$ cat src/rtl/pkg_defines.sv
// Rename-stage shared definitions: default tag width, pool size and the tag type.
package pkg_defines;
    localparam int TAG_WIDTH = 5;
    localparam int TAG_COUNT = 32;

    typedef logic [TAG_WIDTH-1:0] tag_t;
endpackage

$ cat src/rtl/ren_tag_pool_if.sv
// Renamer <-> tag pool connection. The o_error line exists only when
// REN_TAG_POOL_CHECK_EN is defined.
interface ren_tag_pool_if #(
    parameter int TAG_WIDTH = pkg_defines::TAG_WIDTH
);
    logic [1:0]                o_ren_capacity;
    logic [1:0]                i_alloc_req;
    logic [1:0][TAG_WIDTH-1:0] o_alloc_tag;
    logic                      o_alloc_ok;
    logic [1:0]                i_commit;
    logic [1:0]                i_free_valid;
    logic [1:0][TAG_WIDTH-1:0] i_free_tag;
    logic                      i_flush;
    logic                      o_empty;
    logic                      o_full;
`ifdef REN_TAG_POOL_CHECK_EN
    logic                      o_error;

    modport master (
        output i_alloc_req, i_commit, i_free_valid, i_free_tag, i_flush,
        input  o_ren_capacity, o_alloc_tag, o_alloc_ok, o_empty, o_full, o_error
    );
    modport slave (
        input  i_alloc_req, i_commit, i_free_valid, i_free_tag, i_flush,
        output o_ren_capacity, o_alloc_tag, o_alloc_ok, o_empty, o_full, o_error
    );
`else
    modport master (
        output i_alloc_req, i_commit, i_free_valid, i_free_tag, i_flush,
        input  o_ren_capacity, o_alloc_tag, o_alloc_ok, o_empty, o_full
    );
    modport slave (
        input  i_alloc_req, i_commit, i_free_valid, i_free_tag, i_flush,
        output o_ren_capacity, o_alloc_tag, o_alloc_ok, o_empty, o_full
    );
`endif
endinterface

$ cat src/rtl/ren_tag_pool.sv
// Rename tag free list: circular list with speculative head, committed head and tail.
// Defining REN_TAG_POOL_CHECK_EN adds ownership tracking and a sticky o_error.
module ren_tag_pool #(
    parameter int TAG_WIDTH = pkg_defines::TAG_WIDTH,
    parameter int TAG_COUNT = pkg_defines::TAG_COUNT
) (
    input  logic          i_clock,
    input  logic          i_reset,
    ren_tag_pool_if.slave bus
);
    localparam int PTR_W = $clog2(TAG_COUNT);
    localparam int CNT_W = TAG_WIDTH + 1;

    typedef logic [TAG_WIDTH-1:0] tag_lt;
    typedef logic [PTR_W-1:0]     ptr_t;
    typedef logic [CNT_W-1:0]     cnt_t;

    tag_lt      list_reg [TAG_COUNT];
    ptr_t       spec_head_reg, spec_head_next;
    ptr_t       commit_head_reg, commit_head_next;
    ptr_t       tail_reg, tail_next;
    cnt_t       free_count_reg, free_count_next;
    cnt_t       spec_occ_reg, spec_occ_next;    // granted but not yet committed
    logic [1:0] capacity_reg;
    logic       empty_reg;
    logic       full_reg;

    logic [1:0] n_req, n_grant, n_commit, n_free;
    logic [1:0] free_acc;
    logic       alloc_ok;
    ptr_t       head_p1, wr0_ptr, wr1_ptr;
    cnt_t       uncommitted_left;

    assign n_req    = {1'b0, bus.i_alloc_req[0]} + {1'b0, bus.i_alloc_req[1]};
    assign n_commit = {1'b0, bus.i_commit[0]} + {1'b0, bus.i_commit[1]};
    assign n_free   = {1'b0, free_acc[0]} + {1'b0, free_acc[1]};
    assign alloc_ok = (cnt_t'(n_req) <= free_count_reg) && !bus.i_flush;
    assign n_grant  = alloc_ok ? n_req : 2'd0;

    assign head_p1 = spec_head_reg + ptr_t'(1);
    assign wr0_ptr = tail_reg;
    assign wr1_ptr = tail_reg + ptr_t'(free_acc[0]);

    assign bus.o_alloc_ok     = alloc_ok;
    assign bus.o_alloc_tag[0] = list_reg[spec_head_reg];
    // A lone slot-1 request takes the head entry rather than the one behind it
    assign bus.o_alloc_tag[1] = (bus.i_alloc_req == 2'b10) ? list_reg[spec_head_reg]
                                                          : list_reg[head_p1];
    assign bus.o_ren_capacity = capacity_reg;
    assign bus.o_empty        = empty_reg;
    assign bus.o_full         = full_reg;

    always_comb begin
        commit_head_next = commit_head_reg + ptr_t'(n_commit);
        uncommitted_left = spec_occ_reg - cnt_t'(n_commit);
        tail_next        = tail_reg + ptr_t'(n_free);
        if (bus.i_flush) begin
            // Uncommitted allocations return to the front of the free region
            spec_head_next  = commit_head_next;
            spec_occ_next   = '0;
            free_count_next = free_count_reg + cnt_t'(n_free) + uncommitted_left;
        end else begin
            spec_head_next  = spec_head_reg + ptr_t'(n_grant);
            spec_occ_next   = uncommitted_left + cnt_t'(n_grant);
            free_count_next = free_count_reg + cnt_t'(n_free) - cnt_t'(n_grant);
        end
    end

    always_ff @(posedge i_clock) begin
        if (i_reset) begin
            spec_head_reg   <= '0;
            commit_head_reg <= '0;
            tail_reg        <= '0;
            free_count_reg  <= cnt_t'(TAG_COUNT);
            spec_occ_reg    <= '0;
            capacity_reg    <= (TAG_COUNT >= 2) ? 2'd2 : 2'(TAG_COUNT);
            empty_reg       <= 1'b0;
            full_reg        <= 1'b1;
        end else begin
            spec_head_reg   <= spec_head_next;
            commit_head_reg <= commit_head_next;
            tail_reg        <= tail_next;
            free_count_reg  <= free_count_next;
            spec_occ_reg    <= spec_occ_next;
            capacity_reg    <= (free_count_next >= cnt_t'(2)) ? 2'd2 : free_count_next[1:0];
            empty_reg       <= (free_count_next == '0);
            full_reg        <= (free_count_next == cnt_t'(TAG_COUNT));
        end
    end

    // Frees land at tail (slot 0 first); the read side sees them next cycle
    always_ff @(posedge i_clock) begin
        for (int i = 0; i < TAG_COUNT; i++) begin
            if (i_reset) begin
                list_reg[i] <= tag_lt'(i);
            end else if (free_acc[0] && (wr0_ptr == ptr_t'(i))) begin
                list_reg[i] <= bus.i_free_tag[0];
            end else if (free_acc[1] && (wr1_ptr == ptr_t'(i))) begin
                list_reg[i] <= bus.i_free_tag[1];
            end
        end
    end

`ifdef REN_TAG_POOL_CHECK_EN
    logic [TAG_COUNT-1:0] alloc_map_reg, alloc_map_next;
    logic [TAG_COUNT-1:0] discard;
    logic                 error_reg;
    logic                 acc0, acc1;

    assign acc0     = bus.i_free_valid[0] && alloc_map_reg[bus.i_free_tag[0]];
    assign acc1     = bus.i_free_valid[1] && alloc_map_reg[bus.i_free_tag[1]]
                      && !(acc0 && (bus.i_free_tag[1] == bus.i_free_tag[0]));
    assign free_acc = {acc1, acc0};

    // List positions between the committed head and the speculative head are discarded on flush
    genvar gi;
    generate
        for (gi = 0; gi < TAG_COUNT; gi++) begin : g_discard
            ptr_t off;
            assign off         = ptr_t'(gi) - commit_head_next;
            assign discard[gi] = bus.i_flush && (cnt_t'(off) < uncommitted_left);
        end
    endgenerate

    always_comb begin
        alloc_map_next = alloc_map_reg;
        for (int k = 0; k < TAG_COUNT; k++) begin
            if (discard[k]) alloc_map_next[list_reg[k]] = 1'b0;
        end
        if (acc0) alloc_map_next[bus.i_free_tag[0]] = 1'b0;
        if (acc1) alloc_map_next[bus.i_free_tag[1]] = 1'b0;
        if (n_grant != 2'd0) alloc_map_next[list_reg[spec_head_reg]] = 1'b1;
        if (n_grant == 2'd2) alloc_map_next[list_reg[head_p1]] = 1'b1;
    end

    always_ff @(posedge i_clock) begin
        if (i_reset) begin
            alloc_map_reg <= '0;
            error_reg     <= 1'b0;
        end else begin
            alloc_map_reg <= alloc_map_next;
            error_reg     <= error_reg | (|(bus.i_free_valid & ~free_acc));
        end
    end

    assign bus.o_error = error_reg;
`else
    assign free_acc = bus.i_free_valid;
`endif
endmodule

$ cat src/flat_wrapper.sv
// flat-port wrapper written by rule: the top's interface ports become plain ports
module ren_tag_pool_flat 
#(
    parameter int TAG_WIDTH = pkg_defines::TAG_WIDTH,
    parameter int TAG_COUNT = pkg_defines::TAG_COUNT
)
  (i_clock, i_reset, bus_i_alloc_req, bus_i_commit, bus_i_free_valid, bus_i_free_tag, bus_i_flush, bus_o_ren_capacity, bus_o_alloc_tag, bus_o_alloc_ok, bus_o_empty, bus_o_full);
  ren_tag_pool_if #(.TAG_WIDTH(TAG_WIDTH)) bus_i ();
  input  logic i_clock;
  input  logic i_reset;
  input wire logic [$bits(bus_i.i_alloc_req)-1:0] bus_i_alloc_req;
  input wire logic [$bits(bus_i.i_commit)-1:0] bus_i_commit;
  input wire logic [$bits(bus_i.i_free_valid)-1:0] bus_i_free_valid;
  input wire logic [$bits(bus_i.i_free_tag)-1:0] bus_i_free_tag;
  input wire logic [$bits(bus_i.i_flush)-1:0] bus_i_flush;
  output wire logic [$bits(bus_i.o_ren_capacity)-1:0] bus_o_ren_capacity;
  output wire logic [$bits(bus_i.o_alloc_tag)-1:0] bus_o_alloc_tag;
  output wire logic [$bits(bus_i.o_alloc_ok)-1:0] bus_o_alloc_ok;
  output wire logic [$bits(bus_i.o_empty)-1:0] bus_o_empty;
  output wire logic [$bits(bus_i.o_full)-1:0] bus_o_full;
  assign bus_i.i_alloc_req = bus_i_alloc_req;
  assign bus_i.i_commit = bus_i_commit;
  assign bus_i.i_free_valid = bus_i_free_valid;
  assign bus_i.i_free_tag = bus_i_free_tag;
  assign bus_i.i_flush = bus_i_flush;
  assign bus_o_ren_capacity = bus_i.o_ren_capacity;
  assign bus_o_alloc_tag = bus_i.o_alloc_tag;
  assign bus_o_alloc_ok = bus_i.o_alloc_ok;
  assign bus_o_empty = bus_i.o_empty;
  assign bus_o_full = bus_i.o_full;
  ren_tag_pool #(.TAG_WIDTH(TAG_WIDTH), .TAG_COUNT(TAG_COUNT)) u_core (.i_clock(i_clock), .i_reset(i_reset), .bus(bus_i));
endmodule
$ cat config.mk
export PLATFORM = sky130hd
export DESIGN_NAME = ren_tag_pool_flat
export DESIGN_NICKNAME = d
export VERILOG_FILES = /design/src/rtl/pkg_defines.sv /design/src/rtl/ren_tag_pool_if.sv /design/src/rtl/ren_tag_pool.sv /design/src/flat_wrapper.sv
export SDC_FILE = /design/constraint.sdc
export NUM_CORES = 1
export LEC_CHECK = 0
export ABC_AREA = 1
export BUFFER_PORTS_ARGS = -buffer_cell sky130_fd_sc_hd__buf_4
export CAP_MARGIN = 10
export CORE_MARGIN = 8
export CORE_UTILIZATION = 65
export CTS_CLUSTER_SIZE = 10
export DETAILED_ROUTE_END_ITERATION = 10
export PLACE_DENSITY = 0.9
export SYNTH_ARGS = -nofsm -noshare
export SYNTH_HDL_FRONTEND = slang
export SYNTH_SLANG_ARGS = --single-unit
$ cat constraint.sdc
create_clock -name i_clock -period 6.5 [get_ports i_clock]
set_input_delay 0.65 -clock i_clock [delete_from_list [all_inputs] [get_ports i_clock]]
set_output_delay 0.65 -clock i_clock [all_outputs]
set_load 0.01 [all_outputs]
# ---- After elaboration in Yosys (flattened, before gate mapping)
# Memories as Yosys holds them, arrays and structs flattened. A register that Yosys moved wholly into a read port is not among the register bits.
# Index checks and enable logic that the tools add are counted.
dict set report word_totals {
  register_bits 31
  ramBits 160
  inputBits 19
  out_inout_bits 15
  elab_cells 518
  n_memories 1
}
# name words word_bits read_ports rd_ports_with_merged_regs wr line
set mem_list {}
lappend mem_list {u_core.list_reg 32 5 2 1 32 ren_tag_pool.sv:18} ;# tag_lt list_reg [TAG_COUNT];
dict set report op_classes {
  addsub 13
  n_lt_le_gt_ge 2
  eq_ne 64
  muxes 295
  n_bitwise 64
  n_reduce_logical 71
}
# op count
set op_table {}
lappend op_table {{two-way mux 5 bit} 67}
lappend op_table {{two-way mux 1 bit} 226}
lappend op_table {{equality test 5 bit (second input constant)} 32}
lappend op_table {{equality test 5 x 4 -> 1 bit (second input constant)} 16}
lappend op_table {{logical AND 1 bit} 65}
lappend op_table {{bitwise OR 1 bit} 64}
lappend op_table {{equality test 5 x 3 -> 1 bit (second input constant)} 8}
lappend op_table {{equality test 5 x 2 -> 1 bit (second input constant)} 4}
lappend op_table {{adder 5 x 2 -> 5 bit} 3}
lappend op_table {{adder 6 x 2 -> 6 bit} 2}
lappend op_table {{subtractor 6 x 2 -> 6 bit} 2}
lappend op_table {{equality test 5 x 1 -> 1 bit (second input constant)} 2}
lappend op_table {{zero test 5 bit} 2}
lappend op_table {{adder 1 x 1 -> 2 bit} 3}
lappend op_table {{adder 6 bit} 1}
lappend op_table {{equality test 6 bit (second input constant)} 1}
lappend op_table {{greater-or-equal comparator 6 x 2 -> 1 bit (second input constant)} 1}
lappend op_table {{<= comparator 2 x 6 -> 1 bit} 1}
lappend op_table {{zero test 6 bit} 1}
lappend op_table {{two-way mux 6 bit} 1}
lappend op_table {{adder 5 x 1 -> 5 bit} 1}
lappend op_table {{adder 5 x 1 -> 5 bit (second input constant)} 1}
lappend op_table {{OR reduction 2 bit} 2}
lappend op_table {{equality test 2 bit (second input constant)} 1}
lappend op_table {{2 further kinds} 2}

# ---- Longest topological paths before layout
dict set report depth {
  ltp_word 8
  ltp_mapped 21
}

# ---- Least setup slack after synthesis
# No wires, ideal clock.
dict set report synth_timing {
  kind {input-to-reg}
  start {input bus_i_alloc_req[0]}
  end {register u_core.empty_reg, in the netlist u_core.bus.o_empty}
  setup_ps 114
  arrival_ps 3350
  required_time_ps 6386
  path_slack_ps 3036
  stages 17
  n_path_buf 0
  path_cell_list {ha_1 -> ha_1 -> o21ai_0 -> nand2_1 -> nand2_1 -> a21oi_1 -> nand2_1 -> ha_1 -> inv_1 -> o21ai_0 -> inv_1 -> fa_1 -> o21ai_0 -> xor2_1 -> nor2_1 -> nand3_1 -> nor2_1}
}
dict set report synth_between {
  elab_chain_cells 7
}
# item line
set synth_lines {}
lappend synth_lines {{start: declaration} flat_wrapper.sv:11} ;# input wire logic [$bits(bus_i.i_alloc_req)-1:0] bus_i_alloc_req;
lappend synth_lines {{adder 1 x 1 -> 2 bit} ren_tag_pool.sv:34} ;# assign n_req = {1'b0, bus.i_alloc_req[0]} + {1'b0, bus.i_alloc_req[1]};
lappend synth_lines {{<= comparator 2 x 6 -> 1 bit} ren_tag_pool.sv:37} ;# assign alloc_ok = (cnt_t'(n_req) <= free_count_reg) && !bus.i_flush;
lappend synth_lines {{logical AND 1 bit} ren_tag_pool.sv:37}
lappend synth_lines {{named net bus_o_alloc_ok} flat_wrapper.sv:18} ;# output wire logic [$bits(bus_i.o_alloc_ok)-1:0] bus_o_alloc_ok;
lappend synth_lines {{two-way mux 2 bit} ren_tag_pool.sv:38} ;# assign n_grant = alloc_ok ? n_req : 2'd0;
lappend synth_lines {{subtractor 6 x 2 -> 6 bit} ren_tag_pool.sv:65} ;# free_count_next = free_count_reg + cnt_t'(n_free) - cnt_t'(n_grant);
lappend synth_lines {{two-way mux 6 bit} ren_tag_pool.sv:57} ;# if (bus.i_flush) begin
lappend synth_lines {{zero test 6 bit} ren_tag_pool.sv:86} ;# empty_reg <= (free_count_next == '0);
lappend synth_lines {{end signal: assignment} ren_tag_pool.sv:86}
lappend synth_lines {{end: declaration} ren_tag_pool.sv:25} ;# logic empty_reg;
# The timed path passes the listed nets, and every way through them passes these cells.
# A chain may end at the register's enable or synchronous reset.

# ---- Worst setup path after layout
dict set report layout_timing {
  start {register u_core.spec_head_reg[0]}
  end {output bus_o_alloc_tag[5]}
}
dict set report layout_between {
  elab_chain_cells 3
}
# item line
set layout_lines {}
lappend layout_lines {{start: declaration} ren_tag_pool.sv:19} ;# ptr_t spec_head_reg, spec_head_next;
lappend layout_lines {{start signal: assignment} ren_tag_pool.sv:80} ;# spec_head_reg <= spec_head_next;
lappend layout_lines {{adder 5 x 1 -> 5 bit} ren_tag_pool.sv:40} ;# assign head_p1 = spec_head_reg + ptr_t'(1);
lappend layout_lines {{memory read (32 x 5 bit)} n/a}
lappend layout_lines {{two-way mux 5 bit} ren_tag_pool.sv:47} ;# assign bus.o_alloc_tag[1] = (bus.i_alloc_req == 2'b10) ? list_reg[spec_head_reg]
lappend layout_lines {{end: declaration} flat_wrapper.sv:17} ;# output wire logic [$bits(bus_i.o_alloc_tag)-1:0] bus_o_alloc_tag;
# No other way between the ends.

==> metrics.txt <==
status complete, no violations; Synth Warn # 0; Hold-fix buffers, CTS 0; routed len/inst 21.6 µm; Peak VDD IR 0.190 mV; CP arrival 3800 ps; Hold Violations, Final 0; post-route ant nets 0; Slew HR 0.104; min-delay src u_core.tail_reg[4]; vias per cell 6.69; crit path launch u_core.spec_head_reg[0]; antenna violations before repair 0; most used cell along the critical path nand3_1; drt pass-1 iters 7; Cell variety after synth 36; CP Max Fanout 102; most frequent cell after synthesis nand2_1; number of flip-flops in the largest register 160; vias 12.4k; Post-synth top flop edfxtp_1; Area growth, synth to finish 5.85%; Die ar. 24000 µm²; ys async rst share 0; worst r2r src u_core.free_count_reg[1]; nets@finish 1626; # setup viols final 0; Reg2Reg Setup Slack 3200 ps; Max-cap violations 0; CP Class register to output pin; Synth area leader edfxtp_1; Placed Cells 1820; r2r endpoint u_core.bus.o_empty; synthesized flop and latch total 191; WP data required 5850 ps; Cell Rows 51; Min Clock Period, post-route 4450 ps; TNS Setup 0 ps; DIE HEIGHT 155 µm; Final period util 0.685; 1st-iter DRT viols 2484; worst hold path class register to register; Post-Syn Area 12500 µm²; Power Density 286 nW/µm²; ratio of cells with drive above 1 in the final layout 0.0668; synthesized area per cell 7.71 µm²; setup bufs post-CTS 0; critical path's slowest cell ha_2; initial core utilization 0.653; H-Tree Depth 4; CTS Buf Count 17; fmax 0.225 GHz; GRT Total Usage 0.332; RSZ-0062 raised after global routing no; post-synth top area share 0.383; Largest stage delay, worst path 1130 ps; worst slew pin tran 1340 ps; root buf cell clkbuf_16; most frequent cells after synthesis nand2_1, inv_1, nand3_1, a21oi_1, edfxtp_1; DRC 0; CTS Sinks 191; # resized after CTS 0; GRT Residual Overflow 0; largest cells by area after synthesis edfxtp_1, nand2_1, nand3_1; global-route wire length before repair 61400 µm; Max Slew Vio Count 0; DP Wirelength 27000 µm; pin count of the biggest net entering global routing 104; clk buf depth 2; area of the core 19200 µm²; CP endpoint bus_o_alloc_tag[5]; Worst R2R Path Depth 19; clock latency on the worst-skew pair 450 ps; TritonCTS clock tree built; Post-Layout Cell Count 1852; Post-Synthesis Cells 1627; count of input and output buffers 33; Seq/Total Area, Yosys 0.432; Setup Skew 10.5 ps; CP Cell Sequence ha_2 > buf_4 > o211ai_1 > nand3_1 > nand3_1 > nand3_1 > nand3_1 > o21ai_0 > buf_4; CP Launch Type register; GPL Wtd Cong 0.950; io pins 34; ant diodes 0; vias in the first global route 11.4k; Clock transition at path regs 70 ps; WL final 40100 µm; chip width 155 µm; P_leak 0.00525 µW; final-layout fill cell count 1458; Setup crit end kind output pin; EDFF count, synth 160; Syn Nets 1679
cells by family after synthesis:
logic type	share of synthesized area
buf+inv	0.103
simple gates	0.203
xor+xnor	0.0146
compound gates	0.210
flops	0.432
fa+ha+maj	0.0371
worst max-delay path: cells and delay by family (launching register included):
kind | cells | cell delay, ps
simple gates | 4 | 420
flops | 1 | 930
fa+ha+maj | 1 | 1130
buf+inv | 2 | 570
compound gates | 2 | 270
through the flow:
step	total power [µW]	setup slack (ps)	util	instance area [µm²]	hold WS (ps)
after global routing	3940	1800	0.691	13300	524
after floorplan	2360	3040	-	12500	463
final	3790	2050	0.691	13300	500
after global placement	2690	2640	0.663	12700	474
after CTS	3710	2150	0.691	13300	507
after detailed placement	2730	2630	0.663	12700	497
cell type report:
| cell class | count | area, µm² | area share |
|---|---|---|---|
| timing repair buffer | 43 | 323 | 0.0243 |
| clock inverter | 15 | 128 | 0.00961 |
| clock buffer | 17 | 425 | 0.0320 |
| tap | 265 | 332 | 0.0250 |
| inverter | 215 | 807 | 0.0608 |
| multi-input combinational | 1106 | 5840 | 0.439 |
| sequential | 191 | 5430 | 0.409 |
routing by layer:
metal  wire (µm)  track usage  vias up
met3        6640        0.108      227
li1            -            -     5545
met2       17100        0.498     1076
met4        2640        0.203        0
met5           0            0        -
met1       13700        0.412     5539
how the worst min path moves through the flow:
stage	cells after the start	endpoint
finish	2	u_core.tail_reg[4]
global placement	2	u_core.tail_reg[4]
floorplan	2	u_core.tail_reg[4]
global route	3	u_core.list_reg[6][2]
CTS	2	u_core.tail_reg[4]
detailed placement	2	u_core.tail_reg[4]
power breakdown:
part	internal, µW	switching, µW
clock network	503	511
registers	1400	99.2
logic	405	879
cell usage in the layout, fill, tap and decap left out, types with 2 or more instances in the layout:
cell,Yosys,final
xor2_1,12,12
nor2_1,133,133
edfxtp_1,160,160
o22ai_1,95,95
inv_1,200,200
nand3_1,174,174
clkinv_4,0,3
o21ai_1,3,3
o211ai_1,62,62
a21oi_1,169,169
nand4_1,14,14
buf_4,2,43
clkinvlp_4,0,3
clkbuf_16,0,17
xnor2_1,7,7
nor2_2,3,3
inv_2,12,12
dfxtp_1,31,29
nor3_1,2,2
inv_6,0,3
nand3_2,11,11
clkinv_1,3,5
nand2_1,240,240
o22a_1,2,2
o21ai_0,137,137
ha_1,26,25
fa_1,7,7
inv_8,0,4
Note: power is estimated with default switching activity, not from simulation.
